==> src/rtl/output_port_controller_if.sv <==
// Bundle between one router output port and the five input controllers plus
// the downstream link FIFO; master is the output port controller.
interface output_port_controller_if #(
   parameter int dataWidth = 32,
   parameter int cntWidth  = 16
);
   logic [4:0]             reqIn;
   logic [5*dataWidth-1:0] packetIn;
   logic [4:0]             gntIn;
   logic                   full;
   logic                   wrEn;
   logic [dataWidth-1:0]   PacketOut;
   logic [cntWidth-1:0]    pktCount;

   modport master (
      input  reqIn, packetIn, full,
      output gntIn, wrEn, PacketOut, pktCount
   );

   modport slave (
      output reqIn, packetIn, full,
      input  gntIn, wrEn, PacketOut, pktCount
   );
endinterface

==> src/rtl/output_port_controller.sv <==
// Router output port: round-robin arbitration over five input controllers,
// one-cycle grant pulse, and full-aware write of the winner's packet downstream.
//
// state | meaning
// IDLE  | no packet held; arbitrate among pending requests
// GRANT | grant pulse is on the wire; requests ignored
// SEND  | packet held; write downstream as soon as the FIFO has room
module output_port_controller #(
   parameter int dataWidth = 32,
   parameter int portId    = 0,
   parameter int cntWidth  = 16
) (
   input logic                 clk,
   input logic                 reset,
   output_port_controller_if.master port
);

   if (portId < 0 || portId > 4) begin : g_bad_port
      $error("output_port_controller: portId must be 0..4");
   end

   typedef enum logic [1:0] {IDLE, GRANT, SEND} state_t;

   state_t                state, state_nxt;
   logic [2:0]            last_gnt, last_gnt_nxt;
   logic [dataWidth-1:0]  data_buf, data_buf_nxt;
   logic [4:0]            gnt, gnt_nxt;
   logic                  wr_en, wr_en_nxt;
   logic [cntWidth-1:0]   pkt_count, pkt_count_nxt;

   logic [dataWidth-1:0]  slice [5];
   logic                  found;
   logic [2:0]            win;
   logic [2:0]            cand;

   for (genvar i = 0; i < 5; i++) begin : g_slice
      assign slice[i] = port.packetIn[i*dataWidth +: dataWidth];
   end

   // search starts one past the last winner so every requester is served in turn
   always_comb begin
      found = 1'b0;
      win   = 3'd0;
      cand  = 3'd0;
      for (int k = 1; k <= 5; k++) begin
         cand = 3'((int'(last_gnt) + k) % 5);
         if (!found && port.reqIn[cand]) begin
            found = 1'b1;
            win   = cand;
         end
      end
   end

   always_comb begin
      state_nxt     = state;
      last_gnt_nxt  = last_gnt;
      data_buf_nxt  = data_buf;
      gnt_nxt       = 5'b00000;
      wr_en_nxt     = 1'b0;
      pkt_count_nxt = pkt_count;
      case (state)
         IDLE: begin
            if (found) begin
               gnt_nxt      = 5'b00001 << win;
               data_buf_nxt = slice[win];
               last_gnt_nxt = win;
               state_nxt    = GRANT;
            end
         end
         GRANT: begin
            state_nxt = SEND;
         end
         SEND: begin
            if (!port.full) begin
               wr_en_nxt     = 1'b1;
               pkt_count_nxt = pkt_count + cntWidth'(1);
               state_nxt     = IDLE;
            end
         end
         default: begin
            state_nxt = IDLE;
         end
      endcase
   end

   always_ff @(posedge clk or negedge reset) begin
      if (!reset) begin
         state     <= IDLE;
         last_gnt  <= 3'd4;
         data_buf  <= '0;
         gnt       <= 5'b00000;
         wr_en     <= 1'b0;
         pkt_count <= '0;
      end else begin
         state     <= state_nxt;
         last_gnt  <= last_gnt_nxt;
         data_buf  <= data_buf_nxt;
         gnt       <= gnt_nxt;
         wr_en     <= wr_en_nxt;
         pkt_count <= pkt_count_nxt;
      end
   end

   assign port.gntIn     = gnt;
   assign port.wrEn      = wr_en;
   assign port.PacketOut = data_buf;
   assign port.pktCount  = pkt_count;

endmodule

==> src/flat_wrapper.sv <==
// flat-port wrapper written by rule: the top's interface ports become plain ports
module output_port_controller_flat 
#(
   parameter int dataWidth = 32,
   parameter int portId    = 0,
   parameter int cntWidth  = 16
)
  (clk, reset, port_reqIn, port_packetIn, port_full, port_gntIn, port_wrEn, port_PacketOut, port_pktCount);
  output_port_controller_if #(.dataWidth(dataWidth), .cntWidth(cntWidth)) port_i ();
  input logic clk;
  input logic reset;
  input wire logic [$bits(port_i.reqIn)-1:0] port_reqIn;
  input wire logic [$bits(port_i.packetIn)-1:0] port_packetIn;
  input wire logic [$bits(port_i.full)-1:0] port_full;
  output wire logic [$bits(port_i.gntIn)-1:0] port_gntIn;
  output wire logic [$bits(port_i.wrEn)-1:0] port_wrEn;
  output wire logic [$bits(port_i.PacketOut)-1:0] port_PacketOut;
  output wire logic [$bits(port_i.pktCount)-1:0] port_pktCount;
  assign port_i.reqIn = port_reqIn;
  assign port_i.packetIn = port_packetIn;
  assign port_i.full = port_full;
  assign port_gntIn = port_i.gntIn;
  assign port_wrEn = port_i.wrEn;
  assign port_PacketOut = port_i.PacketOut;
  assign port_pktCount = port_i.pktCount;
  output_port_controller #(.dataWidth(dataWidth), .portId(portId), .cntWidth(cntWidth)) u_core (.clk(clk), .reset(reset), .port(port_i));
endmodule
==> config.mk <==
export PLATFORM = sky130hd
export DESIGN_NAME = output_port_controller_flat
export DESIGN_NICKNAME = d
export VERILOG_FILES = /design/src/rtl/output_port_controller_if.sv /design/src/rtl/output_port_controller.sv /design/src/flat_wrapper.sv
export SDC_FILE = /design/constraint.sdc
export NUM_CORES = 1
export LEC_CHECK = 0
export BUFFER_PORTS_ARGS = -buffer_cell sky130_fd_sc_hd__buf_2
export CORE_ASPECT_RATIO = 1.1
export CORE_MARGIN = 1
export CORE_UTILIZATION = 40
export DETAILED_ROUTE_END_ITERATION = 6
export MAX_ROUTING_LAYER = met4
export PLACE_DENSITY = 0.76
export SLEW_MARGIN = 30
export SYNTH_ARGS = -nofsm -noshare
export SYNTH_HDL_FRONTEND = slang
export SYNTH_SLANG_ARGS = --single-unit
==> constraint.sdc <==
create_clock -name clk -period 11.24 [get_ports clk]
set_clock_uncertainty 0.1 [all_clocks]
set_input_delay 2.248 -clock clk [delete_from_list [all_inputs] [get_ports clk]]
set_output_delay 2.248 -clock clk [all_outputs]
set_load 0.02 [all_outputs]
-- Word-level counts from Yosys, hierarchy flattened
Cells that the tools add are included.
- register bits: 59
- input bits: 168
- output and inout bits: 54
- logic and storage cells: 72
- add/sub/neg operators: 6
- divide/modulo/power cells: 5
- order comparisons: 6
- eq/ne operators: 4
- shifts and indexed selects: 1
- multiplexer cells: 30
- bitwise operators: 2
- reduce and logical (&&, ||, !) cells: 12
- operators by type and width (kind ; number):
    $mod 32x4->32 const B ; 5
    $bmux 32 s3 ; 1
    $mux 32 ; 2
    $lt 3x4->1 const B ; 5
    $add 16x1->16 const B ; 1
    $bmux 1 s3 ; 5
    $mux 3 ; 5
    $mux 1 ; 12
    $mux 5 ; 2
    $add 3x2->4 const B ; 2
    $add 3x3->4 const B ; 2
    $pmux 2 s3 ; 1
    $reduce_and 2->1 ; 3
    $shl 1x3->5 const A ; 1
    $add 3x1->4 const B ; 1
    $ge 4x4->1 const B ; 1
    $logic_and 1x1->1 ; 4
    $logic_not 1->1 ; 4
    $mux 2 ; 2
    $not 3->4 ; 1
    $eq 2x1->1 const B ; 1
    $eq 2x2->1 const B ; 1
    $logic_not 2->1 ; 1
    $ne 2x1->1 const B ; 1
    2 further kinds ; 2

-- Depth between registers and ports, before layout
Gate-level depths: netlist of run 1.
- depth after elaboration: 21
- mapped depth: 23

-- Least setup slack after synthesis of run 1
Ideal clock, no wire load.
- path type: register -> register
- start point: reg u_core.last_gnt[0]
- end point: reg u_core.data_buf[0], in the netlist u_core.port.PacketOut[0]
- arrival time: 5.453 ns
- data required time: 10.993 ns
- path slack: 5.540 ns
- cell stages (with the launch flop): 23
- cells stage by stage: dfrtp_1 > buf_2 > inv_2 > ha_1 > clkbuf_1 > clkbuf_1 > inv_1 > ha_1 > nor2_1 > a211o_1 > nand2_1 > ha_1 > mux2i_1 > o211ai_1 > o221ai_1 > a211oi_1 > nor3_1 > or4b_1 > a2111oi_4 > buf_2 > a211oi_1 > a2111oi_0 > a311oi_1
- word-level cells in the longest chain between the ends: 21
- elaborated cells between the ends (all ways): 43
- classes of those cells: add/sub (5); div (5); mux (23); bitwise (1); reduce/logical (9)
- RTL lines (element ; RTL line ; source):
    start: declaration ; output_port_controller.sv:25 ; logic [2:0] last_gnt, last_gnt_nxt;
    start signal: assignment ; output_port_controller.sv:96 ; last_gnt <= last_gnt_nxt;
    $add 3x1->4 ; output_port_controller.sv:46 ; cand = 3'((int'(last_gnt) + k) % 5);
    $mod 32x4->32 ; output_port_controller.sv:46 ;
    $bmux 1 s3 ; output_port_controller.sv:47 ; if (!found && port.reqIn[cand]) begin
    $mux 1 (implied by the code) ; output_port_controller.sv:47 ;
    $mux 1 ; output_port_controller.sv:47 ;
    $logic_not 1->1 ; output_port_controller.sv:47 ;
    $logic_and 1x1->1 ; output_port_controller.sv:47 ;
    $mux 1 ; output_port_controller.sv:47 ;
    [... 4 more ...] ; n/a ;
    $logic_and 1x1->1 ; output_port_controller.sv:47 ;
    $mux 1 ; output_port_controller.sv:47 ;
    $logic_not 1->1 ; output_port_controller.sv:47 ;
    $logic_and 1x1->1 ; output_port_controller.sv:47 ;
    $mux 3 ; output_port_controller.sv:47 ;
    $not 3->4 (implied by the code) ; output_port_controller.sv:65 ; data_buf_nxt = slice[win];
    $bmux 32 s3 ; output_port_controller.sv:65 ;
    $mux 32 (implied by the code) (2 in series) ; output_port_controller.sv:65 ;
    end signal: assignment ; output_port_controller.sv:97 ; data_buf <= data_buf_nxt;
    end: declaration ; output_port_controller.sv:26 ; logic [dataWidth-1:0] data_buf, data_buf_nxt;
Parallel ways exist; a longest one is shown, timed or not. The select of a mux whose other input is x is not followed.
A chain may end at the register's enable or synchronous reset.

-- Final worst setup path of run 1
- start point: reg u_core.last_gnt[1]
- end point: reg u_core.data_buf[5], in the netlist u_core.port.PacketOut[5]
Same word-level chain as after synthesis.

==> results by group, run 1 <==
Outcome
  • Outcome: finished, final reports clean

Worst setup path
  • CP required: 11.32 ns
  • Worst r2r src: u_core.last_gnt[1]
  • Worst setup SP type: flop
  • Setup crit end kind: flop
  • Critical path arrival: 7.43 ns
  • CP Class: reg2reg
  • CP startpoint: u_core.last_gnt[1]
  • Worst-path fanout max: 32

Clock network
  • CTS clock-pin slew for the worst setup and hold paths: 0.05 ns
  • Resize count post-CTS: 0
  • Clk Tree Root Cell: clkbuf_16
  • Post-cts hold buffer count: 0
  • Clock tree buffer depth: 2
  • Total CTS buffers: 9
  • Htree depth: 3
  • Clock Sinks: 59
  • Post-CTS setup buffers: 0
  • Clk_lat worst skew: 0.33 ns
  • CTS tree: done

Timing
  • Slew Viols, Final: 0
  • Relative slew slack: 40.7%
  • Count of final setup violators: 0
  • Worst-Margin Slew: 0.886 ns
  • Achievable Freq: 0.136 GHz
  • Final min period: 7.36 ns
  • Setup_tns: 0 ns
  • RSZ-0062 raised after global routing: no
  • Final worst-path cycle share: 65.5%
  • Final hold vios: 0

Die
  • Die area: 0.0144 sq mm
  • Chip height: 126 microns
  • CORE AREA: ~0.013 sq mm
  • Rows: 44
  • Starting density of the core: 41.5%
  • Io pins: 222
  • Die width: approximately 110 microns

Synth
  • Largest cells by area after synthesis: dfrtp_1 26%, nand2_1 6.3%, a211oi_1 6.1%
  • Cells after synthesis: between 600 and 700
  • Cell Area, Synth: 0.00555 sq mm
  • Yosys top cell area share: 26.1%
  • Avg Inst Size Synth: 8.26 sq um
  • FF+latch count, synth: 59
  • Async SR Flop Fraction: 100%
  • Number of flops mapped to enable cells by yosys: 0
  • Synth warn: 0
  • Top_reg_cell synth: dfrtp_1
  • Post-synth cell types: 81
  • Area leader, netlist: dfrtp_1
  • Register area share after synthesis: around a quarter
  • Post-Syn Nets: 867

Cells and area
  • Commonest cells after routing, fill and taps aside: 221 x buf_2, 93 x nand2_1, 58 x dfrtp_1
  • Layout cells sized above 1: 31.9%
  • Area growth syn-to-layout: 27.8%
  • Final Net Count: about 1100
  • Most common cell after layout, fill and taps aside: buf_2

GRT
  • Largest net degree at the start of global routing: 68
  • Overflow after GRT: 0
  • Antenna violations before repair: 2
  • Gr usage total: 28.3%
  • Vias in the first global route: around 6300
  • First-pass GRT wire length: 31.3 mm

Routing
  • Post-Route WL: 19.6 mm
  • Via/cell ratio: 6.00
  • Via count: 6311
  • DRC: 0
  • Routed Antenna Nets: 0
  • WL per Instance: 18.6 microns
  • DR iter-0 viols: 427
  • DRT Pass-1 Iters: 5

Run
  • Max-cap violations: 0

Placed design
  • Hpwl dp: 14.3 mm
  • PortBufs: 221
  • Final Wtd Congestion: a little under 1

Min path
  • HP Start: u_core.port.pktCount[15]
  • Hold Crit Class: reg2reg
==> synthesized netlist by cell type (all sizes together) (3+ instances only) <==
master and number:
a21boi 3, o211a 5, a221oi 3, and3 7
xnor2 18, ha 27, a211o 4, mux2i 11
inv 53, a22o 3, nand3 13, mux2 8
or3 5, nand2b 9, a22oi 3, nor3 10
nor3b 5, nand2 93, a2111oi 34, a31oi 5
dfrtp 58, a311oi 33, o211ai 8, a21o 8
clkbuf 33, and2 4, o22ai 34, o21a 5
a21oi 16, xor2 6, nor2 23, buf 20
o21ai 17, a211oi 45, nor2b 6
==> per-layer routing <==
metal | up-vias | wire, microns | track usage, %
met5 | - | 0 | -
met4 | 0 | 684 | 12.0
met3 | 53 | 1900 | 5.82
met2 | 364 | 9180 | 44.2
met1 | 2942 | 7830 | 35.5
li1 | 2952 | - | -
==> flip-flops by register name, indices dropped and copies added, names as in the netlist <==
signal / count
u_core.port.gntIn: 5
u_core.last_gnt: 3
u_core.state: 2
u_core.port.wrEn: 1
u_core.port.PacketOut: 32
u_core.port.pktCount: 16
==> worst max-delay path, cell delays in order (launching register included) <==
cell,delay [ns]
dfrtp_1,0.55
clkinv_1,0.41
ha_1,0.40
xor2_1,0.72
ha_1,0.35
nor2_1,0.11
a211o_1,0.35
nand2_1,0.18
ha_1,0.33
mux2i_1,0.17
a211oi_1,0.28
o22ai_1,0.13
a2111oi_1,0.41
nor3_1,0.19
nor4b_1,0.23
a211oi_4,0.59
buf_4,0.44
nand2_1,0.27
buf_4,0.30
nor2_2,0.11
buf_4,0.36
a311oi_1,0.17
==> final timing paths <==
check / to / cells past startpoint / slack, ns
worst max-delay path: u_core.port.PacketOut[5] / 21 / 3.88
worst min register to register: u_core.port.pktCount[15] / 1 / 0.38
worst min-delay path: u_core.port.pktCount[15] / 1 / 0.38
worst max register to register: u_core.port.PacketOut[5] / 21 / 3.88
max in group asynchronous: u_core.port.PacketOut[7] / 2 / 8.56
min in group asynchronous: u_core.port.pktCount[14] / 2 / 1.97
==> through the flow <==
step           hold slack, ns  util [%]  worst slack (ns)  area (sq um)  cells
6_report                0.379      53.0              3.88          7090   1052
5_1_grt                 0.407      53.0              3.41          7090   1052
4_1_cts                 0.382      53.0              4.03          7090   1050
3_5_place_dp            0.373      50.5              4.09          6760   1035
3_3_place_gp            0.363      50.5              4.16          6750   1035
2_1_floorplan           0.372         -              5.54          5550    672
==> kinds of logic after synthesis <==
group | share of synthesized area, %
compound gates | 34.9
xor+xnor | 4.13
flops | 26.6
fa+ha+maj | 6.09
mux | 4.08
buf+inv | 8.03
simple gates | 16.2
==> area by class of cell <==
cell class | instances | area, sq um
Tap cell | 184 | 230
Inverter | 54 | 203
Multi-Input combinational cell | 506 | 3660
Fill cell | 1284 | 6290
Clock inverter | 4 | 73.8
Timing Repair Buffer | 232 | 1190
Clock buffer | 11 | 253
Sequential cell | 59 | 1480
Antenna cell | 2 | 5.00
Power of run 1 is left out: the tool's default activity adds up to more than one toggle a clock period on the data nets, which glitch-free logic cannot reach.
==> run 2, diff against run 1 <==
--- a/config.mk
+++ b/config.mk
@@ -5,6 +5,7 @@
 export SDC_FILE = /design/constraint.sdc
 export NUM_CORES = 1
 export LEC_CHECK = 0
+export ABC_AREA = 1
 export BUFFER_PORTS_ARGS = -buffer_cell sky130_fd_sc_hd__buf_2
 export CORE_ASPECT_RATIO = 1.1
 export CORE_MARGIN = 1
==> constraint.sdc (replaced) <==
create_clock -name clk -period 7 [get_ports clk]
set_clock_uncertainty 0.1 [all_clocks]
set_input_delay 1.4 -clock clk [delete_from_list [all_inputs] [get_ports clk]]
set_output_delay 1.4 -clock clk [all_outputs]
set_load 0.02 [all_outputs]
==> run 2 against run 1 <==
Area after synthesis rose by 3.1%; first-iteration DRC count down 5.4%; cell count is 27% higher; hold slack gained 0.0031 ns; critical path depth increased by 9; clock-buffer cell count is 2 lower; fmax up 39%; critical path type unchanged.
==> results by group, run 2 <==
Outcome
  • Outcome: finished, final reports clean

Die
  • Chip height: 127 microns (+1.5%)
  • Die width: 116 microns (+1.5%)
  • Starting density of the core: 41.2% (-0.34 points)
  • CORE AREA: 0.0139 sq mm (+4.0%)
  • Io pins: 222 (unchanged)
  • Die area: 0.0148 sq mm (+3.1%)
  • Rows: 45 (+2.3%)

Cells and area
  • Final Net Count: 1336 (+26%)
  • Area growth syn-to-layout: 25.9%
  • Commonest cells after routing, fill and taps aside: 464 x nand2_1, 221 x buf_2, 85 x nand3_1
  • Most common cell after layout, fill and taps aside: nand2_1
  • Fillcell total: 1476 (+15%)
  • Layout cells sized above 1: 25.2% (-6.7 points)
  • Max reg flops: 32 (unchanged)

Synth
  • Cells after synthesis: 950 (+41%)
  • Post-Syn Nets: 1145 (+32%)
  • Register area share after synthesis: 25.8% (-0.80 points)
  • Number of flops mapped to enable cells by yosys: 0 (unchanged)
  • Commonest cells in the netlist: 465 x nand2_1, 87 x nand3_1, 82 x inv_1
  • Post-synth cell types: 37 (-54%)
  • Mux cell area share after synthesis: 0% (-4.1 points)
  • Synth warn: 0 (unchanged)
  • Area leader, netlist: nand2_1
  • Synth Area in Compound Gates: 2.84% (-32 points)
  • Top_reg_cell synth: dfrtp_1
  • FF+latch count, synth: 59 (unchanged)
  • Synth Area in Adders: 5.90% (-0.18 points)
  • Avg Inst Size Synth: 6.02 sq um (-27%)
  • Async SR Flop Fraction: 100% (unchanged)
  • Largest cells by area after synthesis: nand2_1 30%, dfrtp_1 25%, nand4_1 8.0%
  • Cell Area, Synth: 0.00572 sq mm (+3.1%)
  • Main combinational cell family by area after synthesis: simple AND/OR/NAND/NOR gates
  • Top-count cell post-synth: nand2_1
  • Yosys top cell area share: 30.5% (+4.3 points)
  • Synth Area in Simple Gates: 51.7% (+35 points)
  • Post-synthesis xor/xnor area fraction: 2.73% (-1.4 points)

Routing
  • Post-Route WL: 17.9 mm (-8.6%)
  • DRT Pass-1 Iters: 7 (+2)
  • DRC: 0 (unchanged)
  • Via count: 6620 (+4.9%)
  • DR iter-0 viols: 404 (-5.4%)
  • Routed Antenna Nets: 0 (unchanged)
  • WL per Instance: 13.4 microns (-28%)
  • Via/cell ratio: 4.96 (-17%)

Worst setup path
  • CP max stage delay: 0.52 ns (-0.20 ns)
  • Worst setup SP type: flop
  • Critical path arrival: 5.45 ns (-1.98 ns)
  • CP startpoint: u_core.last_gnt[1]
  • Cell with the most instances on the worst path: nand2_1
  • CP required: 7.17 ns (-4.15 ns)
  • Setup crit end kind: flop
  • Worst r2r src: u_core.last_gnt[1]
  • CP Class: reg2reg
  • Worst-path fanout max: 33 (+3.1%)
  • Slowest cell on crit path: ha_1

Placed design
  • Hpwl dp: 13.4 mm (-6.4%)
  • Final Wtd Congestion: 0.954 (-0.87%)
  • PortBufs: 221 (unchanged)

Timing
  • Achievable Freq: 0.189 GHz (+39%)
  • Final worst-path cycle share: 75.5% (+10 points)
  • Count of final setup violators: 0 (unchanged)
  • RSZ-0062 raised after global routing: no
  • Worst-Margin Slew: 0.773 ns (-0.113 ns)
  • Setup_tns: 0 ns (unchanged)
  • Slew Viols, Final: 0 (unchanged)
  • Final min period: 5.29 ns (-2.07 ns)
  • Final hold vios: 0 (unchanged)
  • Relative slew slack: 48.5% (+7.7 points)

Clock network
  • Resize count post-CTS: 0 (unchanged)
  • CTS tree: done
  • Total CTS buffers: 9 (unchanged)
  • Htree depth: 3 (unchanged)
  • Post-CTS setup buffers: 0 (unchanged)
  • Clk_lat worst skew: 0.33 ns (about the same)
  • CTS clock-pin slew for the worst setup and hold paths: 0.06 ns (about the same)
  • Clock tree buffer depth: 2 (unchanged)
  • Clock Sinks: 59 (unchanged)
  • Clk Tree Root Cell: clkbuf_16
  • Post-cts hold buffer count: 0 (unchanged)

GRT
  • Overflow after GRT: 0 (unchanged)
  • Vias in the first global route: 6247 (-0.41%)
  • Antenna violations before repair: 2 (unchanged)
  • First-pass GRT wire length: 29.6 mm (-5.5%)
  • Gr usage total: 26.1% (-2.3 points)
  • Largest net degree at the start of global routing: 69 (+1.5%)

Run
  • Max-cap violations: 0 (unchanged)

Min path
  • HP Start: u_core.port.pktCount[15]
  • Hold Crit Class: reg2reg
run 2: cell families after synthesis:
| family | after synthesis |
|---|---|
| flops | 59 |
| fa+ha+maj | 27 |
| xor+xnor | 17 |
| compound gates | 28 |
| simple gates | 677 |
| buf+inv | 142 |
run 2: routing by layer:
| metal | vias to the layer above | part of all wire [%] | track usage [%] |
|---|---|---|---|
| li1 | 3401 | - | - |
| met1 | 2996 | 43 | 31.4 |
| met2 | 193 | 50 | 44.2 |
| met3 | 30 | 4.6 | 3.84 |
| met4 | 0 | 2.3 | 8.67 |
| met5 | - | 0 | - |
run 2: worst max-delay path, delay by kind of cell (launching register included):
family / cells / cell delay (ns)
buf+inv: 6 / 0.93
flops: 1 / 0.47
xor+xnor: 1 / 0.33
fa+ha+maj: 3 / 0.94
simple gates: 20 / 2.48
run 2: final cells by class:
class,instances,area (sq um),share of cell area (%)
clock inverters,7,100,1.39
inverters,91,342,4.74
multi-input cells,749,3640,50.5
repair buffers,231,1180,16.4
well taps,188,235,3.26
clock buffers,9,225,3.13
diodes,2,5.00,0.0694
flip-flops and latches,59,1480,20.5
run 2: worst paths after layout:
check	end	slack [ns]	cells past startpoint
setup / recovery	u_core.port.PacketOut[23]	1.71	30
hold / removal	u_core.port.pktCount[15]	0.38	1
setup reg to reg	u_core.port.PacketOut[23]	1.71	30
hold reg to reg	u_core.port.pktCount[15]	0.38	1
max in group asynchronous	u_core.port.PacketOut[3]	5.15	2
min in group asynchronous	u_core.port.pktCount[11]	1.11	2
run 2: metrics by stage:
step	std cells	util (%)	setup slack, ns	instance area [sq um]	hold slack [ns]
after floorplan	950	-	2.80	5720	0.381
after global placement	1318	49.4	1.90	6880	0.368
after detailed placement	1318	49.4	1.77	6880	0.372
after CTS	1334	51.8	1.75	7200	0.388
after global routing	1336	51.8	1.13	7210	0.402
final	1336	51.8	1.71	7210	0.382
Power of run 2 is left out for the same reason.
==> run 3, diff against run 2 <==
--- a/config.mk
+++ b/config.mk
@@ -5,14 +5,14 @@
 export SDC_FILE = /design/constraint.sdc
 export NUM_CORES = 1
 export LEC_CHECK = 0
-export ABC_AREA = 1
+export ABC_AREA = 0
 export BUFFER_PORTS_ARGS = -buffer_cell sky130_fd_sc_hd__buf_2
 export CORE_ASPECT_RATIO = 1.1
 export CORE_MARGIN = 1
 export CORE_UTILIZATION = 40
 export DETAILED_ROUTE_END_ITERATION = 6
 export MAX_ROUTING_LAYER = met4
-export PLACE_DENSITY = 0.76
+export PLACE_DENSITY = 0.79
 export SLEW_MARGIN = 30
 export SYNTH_ARGS = -nofsm -noshare
 export SYNTH_HDL_FRONTEND = slang
==> constraint.sdc (replaced) <==
create_clock -name clk -period 4.5 [get_ports clk]
set_clock_uncertainty 0.1 [all_clocks]
set_input_delay 0.9 -clock clk [delete_from_list [all_inputs] [get_ports clk]]
set_output_delay 0.9 -clock clk [all_outputs]
set_load 0.02 [all_outputs]
==> run 3 against run 2 <==
The run now ends with negative setup slack left; first-iteration DRC count up 50%; routed wire length rose by 28%; register-to-register slack worse by 2.1 ns; global-route usage up 5.4 points; sequential cell count did not move; die area is 3.0% lower; critical path depth is 9 lower; non-clock buffer count is 129 higher; design area increased by 27%; worst setup slack worse by 2.1 ns; critical endpoint is now u_core.port.PacketOut[17].
==> results by group, run 3 (synthesis results as in run 1) <==
Die
  • Die width: 114 microns (-1.5%)
  • Rows: 44 (-2.2%)
  • Io pins: 222 (unchanged)
  • Starting density of the core: 41.5% (+0.34 points)
  • CORE AREA: 0.0134 sq mm (-3.8%)
  • Die area: 0.0144 sq mm (-3.0%)
  • Chip height: 126 microns (-1.5%)

Cells and area
  • Max reg flops: 32 (unchanged)
  • Commonest cells after routing, fill and taps aside: 221 x buf_2, 104 x buf_4, 82 x nand2_1
  • Layout cells sized above 1: 51.6% (+26 points)
  • Non-filler cells in the finished layout: 1185 (-11%)
  • Final Net Count: 1186 (-11%)
  • Area growth syn-to-layout: 64.7%
  • Final instance area: 0.00914 sq mm (+27%)
  • Most common cell after layout, fill and taps aside: buf_2

Timing
  • Final hold vios: 0 (unchanged)
  • Worst-Margin Slew: 0.611 ns (-0.162 ns)
  • Slew Viols, Final: 0 (unchanged)
  • Final worst-path cycle share: 108% (+33 points)
  • Relative slew slack: 59.3% (+11 points)
  • Worst Slack Setup Final: -0.370 ns (-2.08 ns)
  • Count of final setup violators: 35 (+35)
  • Achievable Freq: 0.205 GHz (+8.6%)
  • Setup_tns: -7.57 ns (-7.57 ns)
  • Final min period: 4.87 ns (-0.417 ns)
  • RSZ-0062 raised after global routing: yes

Clock network
  • Clk Tree Root Cell: clkbuf_16
  • Htree depth: 3 (unchanged)
  • Post-cts hold buffer count: 0 (unchanged)
  • Clk_lat worst skew: 0.33 ns (about the same)
  • CTS clock-pin slew for the worst setup and hold paths: 0.05 ns (about the same)
  • Clock tree buffer depth: 2 (unchanged)
  • Total CTS buffers: 9 (unchanged)
  • CTS tree: done
  • Clock Sinks: 59 (unchanged)

Worst setup path
  • Worst-path fanout max: 5 (-85%)
  • Worst path depth: 21 (-30%)
  • Crit path cell chain: inv_8 -> ha_4 -> xor2_4 -> ha_4 -> nor3b_2 -> a22oi_2 -> nand2_2 -> ha_4 -> mux2i_2 -> o211ai_1 -> o22ai_2 -> a2111oi_4 -> nor3_4 -> or4b_4 -> a2111oi_4 -> buf_6 -> buf_6 -> buf_6 -> a211oi_1 -> a2111oi_1 -> a311oi_1
  • Worst Path Buf+Inv: 4 (-2)
  • Worst setup SP type: flop
  • Register-to-Register Path Depth: 21 (-30%)
  • Slowest cell on crit path: or4b_4
  • CP Class: reg2reg
  • Crit path max-delay family: compound AO/OA/AOI/OAI gates
  • CP required: 4.59 ns (-2.58 ns)
  • Critical path arrival: 4.96 ns (-0.49 ns)
  • Setup crit end kind: flop
  • CP max stage delay: 0.51 ns (about the same)

Outcome
  • Failing checks: negative setup slack
  • Outcome: finished, violations left

GRT
  • Largest net degree at the start of global routing: 35 (-49%)
  • Overflow after GRT: 0 (unchanged)
  • Gr usage total: 31.5% (+5.4 points)
  • Antenna violations before repair: 5 (+3)
  • First-pass GRT wire length: 34.7 mm (+18%)
  • Vias in the first global route: 6942 (+11%)

Placed design
  • Hpwl dp: 15.4 mm (+15%)
  • Worst slack at placement: -0.427 ns (-2.20 ns)
  • Final Wtd Congestion: 0.985 (+3.2%)
  • Placed cells: 1124 (-15%)
  • Area after DPL: 0.00764 sq mm (+11%)
  • PortBufs: 221 (unchanged)

Routing
  • WL per Instance: 19.4 microns (+45%)
  • DR iter-0 viols: 608 (+50%)
  • Via count: 7096 (+7.2%)
  • Post-Route WL: 23.0 mm (+28%)
  • Via/cell ratio: 5.99 (+21%)
  • DRT Pass-1 Iters: 5 (-2)
  • DRC: 0 (unchanged)
  • Routed Antenna Nets: 0 (unchanged)

Min path
  • Hold Crit Class: reg2reg
  • Hold Path Stages: 1 (unchanged)

Run
  • Max-cap violations: 0 (unchanged)
==> run 3: changes by cell type in the layout (fill, tap and decap cells not counted), moves of 18 or more <==
cell       change
a311oi_2      +18
a2111oi_2     +18
inv_1         -34
buf_6         +18
nand3_1       -72
nand4_1       -71
o22ai_1       +33
nand2_1      -382
buf_4         +94
a211oi_1      +32
==> run 3: final cells by class <==
type                       count  area, sq um
clock inverter                 1         5.00
sequential                    59         1480
antenna                        5         12.5
timing repair buffer         360         2430
tap                          184          230
clock buffer                  15          288
inverter                      54          214
fill                        1007         4240
multi-input combinational    507         4480
==> run 3: final timing paths <==
path / end / startpoint / slack (ns)
setup / recovery: u_core.port.PacketOut[17] / u_core.last_gnt[0] / -0.37
hold / removal: u_core.port.pktCount[15] / u_core.port.pktCount[15] / 0.37
setup reg to reg: u_core.port.PacketOut[17] / u_core.last_gnt[0] / -0.37
hold reg to reg: u_core.port.pktCount[15] / u_core.port.pktCount[15] / 0.37
max in group asynchronous: u_core.port.pktCount[14] / reset / 2.90
min in group asynchronous: u_core.port.PacketOut[1] / reset / 0.48
==> run 3: timing repair <==
item	in CTS	in global routing
setup endpoints to repair	37	38
setup buffers	28	10
cloned	6	0
resized for setup	92	90
hold endpoints to repair	0	0
pin swaps	19	30
==> run 3: stage by stage <==
step | util, % | hold WS, ns
2_1_floorplan | - | 0.390
3_3_place_gp | 57.1 | 0.358
3_5_place_dp | 57.1 | 0.363
4_1_cts | 64.6 | 0.375
5_1_grt | 68.3 | 0.415
6_report | 68.3 | 0.365
==> run 3: per-layer routing <==
| metal | routed length, microns | share of wire, % | global-route usage [%] | vias up |
|---|---|---|---|---|
| met5 | 0 | 0 | - | - |
| met4 | 973 | 4.2 | 14.5 | 0 |
| met3 | 1820 | 7.9 | 4.90 | 90 |
| met2 | 11300 | 49 | 51.1 | 412 |
| met1 | 8840 | 38 | 38.2 | 3373 |
| li1 | - | - | - | 3221 |
Power of run 3 is left out for the same reason.
